## src/rtl/alu_sequencer.sv

```systemverilog
// alu_sequencer: drives a combinational N-bit ALU one slice per cycle to
// execute a single K*N-bit operation, least-significant slice first. Carry is
// chained between slices for add/subtract. The assembled result, final carry
// and aggregate zero are returned through a valid/ready response port.
module alu_sequencer #(
    parameter int unsigned N    = 8,
    parameter int unsigned K    = 4,
    parameter int unsigned AC_N = 3,
    // ALU command codes; override with the values from the shared ALU header
    parameter logic [AC_N-1:0] AC_AD = AC_N'(1),
    parameter logic [AC_N-1:0] AC_SB = AC_N'(2),
    parameter logic [AC_N-1:0] AC_AN = AC_N'(3),
    parameter logic [AC_N-1:0] AC_OR = AC_N'(4),
    parameter logic [AC_N-1:0] AC_LS = AC_N'(5)
) (
    input  logic              clk,
    input  logic              rst_n,
    // request port
    input  logic              req_valid,
    output logic              req_ready,
    input  logic [AC_N-1:0]   req_op,
    input  logic [N*K-1:0]    req_a,
    input  logic [N*K-1:0]    req_b,
    input  logic              req_cin,
    // ALU initiator port
    output logic [N-1:0]      alu_a,
    output logic [N-1:0]      alu_b,
    output logic              alu_cin,
    output logic [AC_N-1:0]   alu_cs,
    input  logic [N-1:0]      alu_s,
    input  logic              alu_zero,
    input  logic              alu_cout,
    // response port
    output logic              rsp_valid,
    input  logic              rsp_ready,
    output logic [N*K-1:0]    rsp_s,
    output logic              rsp_cout,
    output logic              rsp_zero,
    output logic              rsp_err
);

    localparam int unsigned W    = N * K;
    localparam int unsigned CntW = (K > 1) ? $clog2(K) : 1;

    typedef enum logic [1:0] {StIdle, StRun, StDone} state_e;

    state_e            state_q, state_d;
    logic [CntW-1:0]   cnt_q, cnt_d;
    logic [AC_N-1:0]   op_q, op_d;
    logic [W-1:0]      a_q, a_d;
    logic [W-1:0]      b_q, b_d;
    logic              carry_q, carry_d;
    logic [W-1:0]      s_q, s_d;
    logic              cout_q, cout_d;
    logic              zero_q, zero_d;
    logic              err_q, err_d;

    logic              op_ok;
    logic              chain_op;
    logic              last_slice;
    logic [31:0]       base;

    assign base       = N * 32'(cnt_q);
    assign last_slice = (cnt_q == CntW'(K - 1));
    assign op_ok      = (req_op == AC_AD) || (req_op == AC_SB) ||
                        (req_op == AC_AN) || (req_op == AC_OR);
    // Only add/subtract propagate carry between slices; logic ops force 0.
    assign chain_op   = (op_q == AC_AD) || (op_q == AC_SB);

    assign req_ready  = (state_q == StIdle);
    assign rsp_valid  = (state_q == StDone);
    assign rsp_s      = s_q;
    assign rsp_cout   = cout_q;
    assign rsp_zero   = zero_q;
    assign rsp_err    = err_q;

    // ALU drive: current slice while running, all-zero otherwise.
    always_comb begin
        alu_a   = '0;
        alu_b   = '0;
        alu_cin = 1'b0;
        alu_cs  = '0;
        if (state_q == StRun) begin
            alu_a   = a_q[base +: N];
            alu_b   = b_q[base +: N];
            alu_cin = chain_op ? carry_q : 1'b0;
            alu_cs  = op_q;
        end
    end

    // Next-state and datapath updates for accept, per-slice step and response.
    always_comb begin
        state_d = state_q;
        cnt_d   = cnt_q;
        op_d    = op_q;
        a_d     = a_q;
        b_d     = b_q;
        carry_d = carry_q;
        s_d     = s_q;
        cout_d  = cout_q;
        zero_d  = zero_q;
        err_d   = err_q;
        case (state_q)
            StIdle: begin
                if (req_valid) begin
                    op_d    = req_op;
                    a_d     = req_a;
                    b_d     = req_b;
                    carry_d = req_cin;
                    cnt_d   = '0;
                    s_d     = '0;
                    cout_d  = 1'b0;
                    if (op_ok) begin
                        // Zero flag is an AND across slices, so start from 1.
                        zero_d  = 1'b1;
                        err_d   = 1'b0;
                        state_d = StRun;
                    end else begin
                        zero_d  = 1'b0;
                        err_d   = 1'b1;
                        state_d = StDone;
                    end
                end
            end
            StRun: begin
                s_d[base +: N] = alu_s;
                zero_d         = zero_q & alu_zero;
                carry_d        = alu_cout;
                cout_d         = alu_cout;
                if (last_slice) begin
                    cnt_d   = '0;
                    state_d = StDone;
                end else begin
                    cnt_d = cnt_q + CntW'(1);
                end
            end
            StDone: begin
                if (rsp_ready) begin
                    state_d = StIdle;
                end
            end
            default: state_d = StIdle;
        endcase
    end

    // State and datapath registers.
    always_ff @(posedge clk or negedge rst_n) begin
        if (!rst_n) begin
            state_q <= StIdle;
            cnt_q   <= '0;
            op_q    <= '0;
            a_q     <= '0;
            b_q     <= '0;
            carry_q <= 1'b0;
            s_q     <= '0;
            cout_q  <= 1'b0;
            zero_q  <= 1'b0;
            err_q   <= 1'b0;
        end else begin
            state_q <= state_d;
            cnt_q   <= cnt_d;
            op_q    <= op_d;
            a_q     <= a_d;
            b_q     <= b_d;
            carry_q <= carry_d;
            s_q     <= s_d;
            cout_q  <= cout_d;
            zero_q  <= zero_d;
            err_q   <= err_d;
        end
    end

endmodule

```

## config.mk

```make
export PLATFORM = sky130hd
export DESIGN_NAME = alu_sequencer
export DESIGN_NICKNAME = d
export VERILOG_FILES = /design/src/rtl/alu_sequencer.sv
export SDC_FILE = /design/constraint.sdc
export NUM_CORES = 1
export LEC_CHECK = 0
export BUFFER_PORTS_ARGS = -buffer_cell sky130_fd_sc_hd__buf_4
export CAP_MARGIN = 30
export CORE_MARGIN = 5
export CORE_UTILIZATION = 47
export CTS_CLUSTER_DIAMETER = 30
export DETAILED_ROUTE_END_ITERATION = 6
export PLACE_DENSITY = 0.73
export SLEW_MARGIN = 15
export SYNTH_ARGS = -nofsm -noshare
export SYNTH_HDL_FRONTEND = slang
export SYNTH_SLANG_ARGS = --single-unit
```

## constraint.sdc

```tcl
create_clock -name clk -period 2.1 [get_ports clk]
set_clock_uncertainty 0.05 [all_clocks]
set_input_delay 0 -clock clk [delete_from_list [all_inputs] [get_ports clk]]
set_output_delay 0 -clock clk [all_outputs]
set_load 0.02 [all_outputs]
```

==> flow_summary.toml <==
[die]
ios = 139
rows = 36
die-area_um2 = 12100
coreArea_um2 = 9770
start_util = 0.480
fp.dieH_um = 110
die_x_um = 110

[synth]
syn_avg_cell_area_um2 = 15.1
synth_ff_type = "dfrtp_1"
syn-num-nets = 397
yosysSeqAreaShare = 0.570
yosysTopAreaCellShare = 0.570
yosysTopAreaCell = "dfrtp_1"
synth_edf_count = 0
yosys-top-cells-area = "dfrtp_1, mux2_2, mux4_2"
ys_async_sr_fraction = 1.00
synth-warning-count = 0
syn_area_um2 = 4700
synthCells = 310
yosys.cell_types.count = 33
ys_seq_elements = 107

[critical_path]
critPathKind = "flip-flop to output pin"
cp-start-kind = "flip-flop"
crit_path_end_kind = "output pin"
worstPathRequired_ns = 2.05
cp_slowest_cell = "mux4_2"
crit_fanout = 12
slowest_delay_ns = 0.54
crit_buf_inv = 2
crit_top_cell = "buf_4"
r2r_setup_slack_ns = 0.31
crit_chain = "buf_4, mux4_2, and2_1, buf_4"
cp.arrival_ns = 1.92
critPathTopFamily = "multiplexers"
critPathLaunch = "cnt_q[0]$_DFFE_PN0P_"
rr_startpoint = "cnt_q[0]$_DFFE_PN0P_"

[outcome]
outcome = "complete, no violations"

[grt]
grt_usage = 0.206
first_global_vias = 3811
busiest_layer = "met2"
use_met1 = 0.257
antenna_found_initial = 0
overflow = 0
grt_first_pass_wirelength_mm = 19.2
grt_max_degree = 72
use_met3 = 0.0388
grt_use_met2 = 0.372

[cts]
cts_tree = "built"
cts_made_buffers = 9
cts_max_path_buffers = 2
path_clk_slew_ns = 0.11
cts_sinks = 107
root_buffer = "clkbuf_8"
clk_latency_ns = 0.36
h-tree-depth = 3

[drt]
wire_per_inst_um = 18.0
vias = 3488
first_iter_violations = 114
first_pass_iters = 4
drc = 0
ant_nets = 0
vias_per_cell = 5.23
wirelength_mm = 12.0

[layout]
diodes = 0
drive_above_1_share = 0.472
final_common_cell = "buf_4"
final_core_util = 0.705
multi_input_area_um2 = 1910
seq_area_um2 = 2680
nets = 616
final_area_um2 = 6890
syn_to_final_growth_pct = 46.8
final_cell_mix = "buf_4, dfrtp_1, dlygate4sd3_1"
num-fill-cells = 675

[power]
vdd_drop_max_mv = 0.636
seqPwrFrac = 0.391
swShare = 0.352
clkPwrFrac = 0.153
power_leakage_nw = 3.16
switchingPower_mw = 3.01
internal_power_mw = 5.55
power_density_nw_per_um2 = 1240
p_total_mw = 8.56
combPwrFrac = 0.456

[placed_design]
gp_congestion = 0.795
dp_hpwl_mm = 7.99
placed_area_um2 = 5880
numPortBuffers = 138

[sta]
worstMarginPinSlew_ns = 0.547
hold_viol = 0
timing.fmax_mhz = 508
fin_crit_ns = 1.97
rsz0062_at_grt = "false"
finalCritPeriodShare = 0.937
setup_viol_count_final = 0
slew-limit-headroom = 0.633
tns_ns = 0
drv_slew = 0

[job]
drv_cap = 0

[min_path]
hold_path.class = "input pin to asynchronous set/reset pin"
==> cell usage after synthesis, types with 2 or more instances <==
library cell / n
ha_1: 5
inv_1: 2
a22o_1: 33
nor4_4: 2
o31ai_1: 2
and2_1: 19
o21ai_0: 5
a21o_1: 4
buf_4: 9
mux2_2: 67
nand2b_1: 3
buf_2: 6
dfrtp_1: 107
clkbuf_1: 3
nand2_1: 10
mux4_2: 16
==> power by group through the flow <==
stage,registers [mW],logic (mW),clock network [mW]
6_report,3.35,3.91,1.31
5_1_grt,3.45,4.21,1.42
4_1_cts,3.35,3.93,1.34
3_5_place_dp,3.38,3.80,0
3_3_place_gp,3.33,3.71,0
2_1_floorplan,3.36,2.59,0
==> area by class of cell <==
| cell class | count | share of cell area |
|---|---|---|
| Inverter | 2 | 0.00109 |
| Clock buffer | 9 | 0.0180 |
| Tap cell | 133 | 0.0241 |
| Sequential cell | 107 | 0.388 |
| Multi-Input combinational cell | 183 | 0.277 |
| Clock inverter | 7 | 0.0123 |
| Timing Repair Buffer | 226 | 0.279 |
==> final timing paths <==
path / endpoint / depth (start not counted)
worst max-delay path: alu_b[6] / 4
worst min-delay path: a_q[20]$_DFFE_PN0P_ / 2
worst max register to register: rsp_s[26]$_DFFE_PN0P_ / 5
worst min register to register: rsp_err$_DFFE_PN0P_ / 1
max in group asynchronous: b_q[22]$_DFFE_PN0P_ / 3
min in group clk: carry_q$_DFFE_PN0P_ / 4
==> flip-flops by register name (all words and copies together), names as in the netlist <==
register  count
a_q          32
b_q          32
rsp_s        32
op_q          3
cnt_q         2
state_q       2
carry_q       1
rsp_cout      1
rsp_err       1
rsp_zero      1
==> logic make-up after synthesis <==
logic type | synth area share
AND/OR/NAND/NOR | 0.0701
AO/OA/AOI/OAI | 0.0823
XOR/XNOR | 0.00187
multiplexers | 0.237
flip-flops | 0.570
buffers and inverters | 0.0248
adder cells (fa/ha/maj) | 0.0133
==> worst reg2reg max path, cell delays in order (launching register included) <==
cell,delay (ns)
dfrtp_1,0.38
inv_1,0.08
ha_1,0.26
nand2b_1,0.25
nor4b_4,0.50
a22o_1,0.21
==> timing repair <==
| action | in CTS | in global routing |
|---|---|---|
| setup endpoints to repair | 0 | 20 |
| hold buffers | 80 | 0 |
| gates resized for setup | 0 | 2 |
| endpoints found under the hold margin | 211 | 0 |
| buffers inserted | 0 | 0 |
==> stage by stage <==
step	hold WS [ns]	cells	setup WS, ns
6_report	0.0450	667	0.133
5_1_grt	0.0607	667	0.0628
4_1_cts	0.0372	667	0.00861
3_5_place_dp	-0.112	571	0.208
3_3_place_gp	-0.112	571	0.346
2_1_floorplan	-0.346	310	0.125
==> routing by layer <==
metal  share of wire  up-vias
met5               0        -
met4          0.0054        0
met3           0.054        5
met2            0.53      105
met1            0.41     1789
li1                -     1589
(Power assumes the default switching activity.)
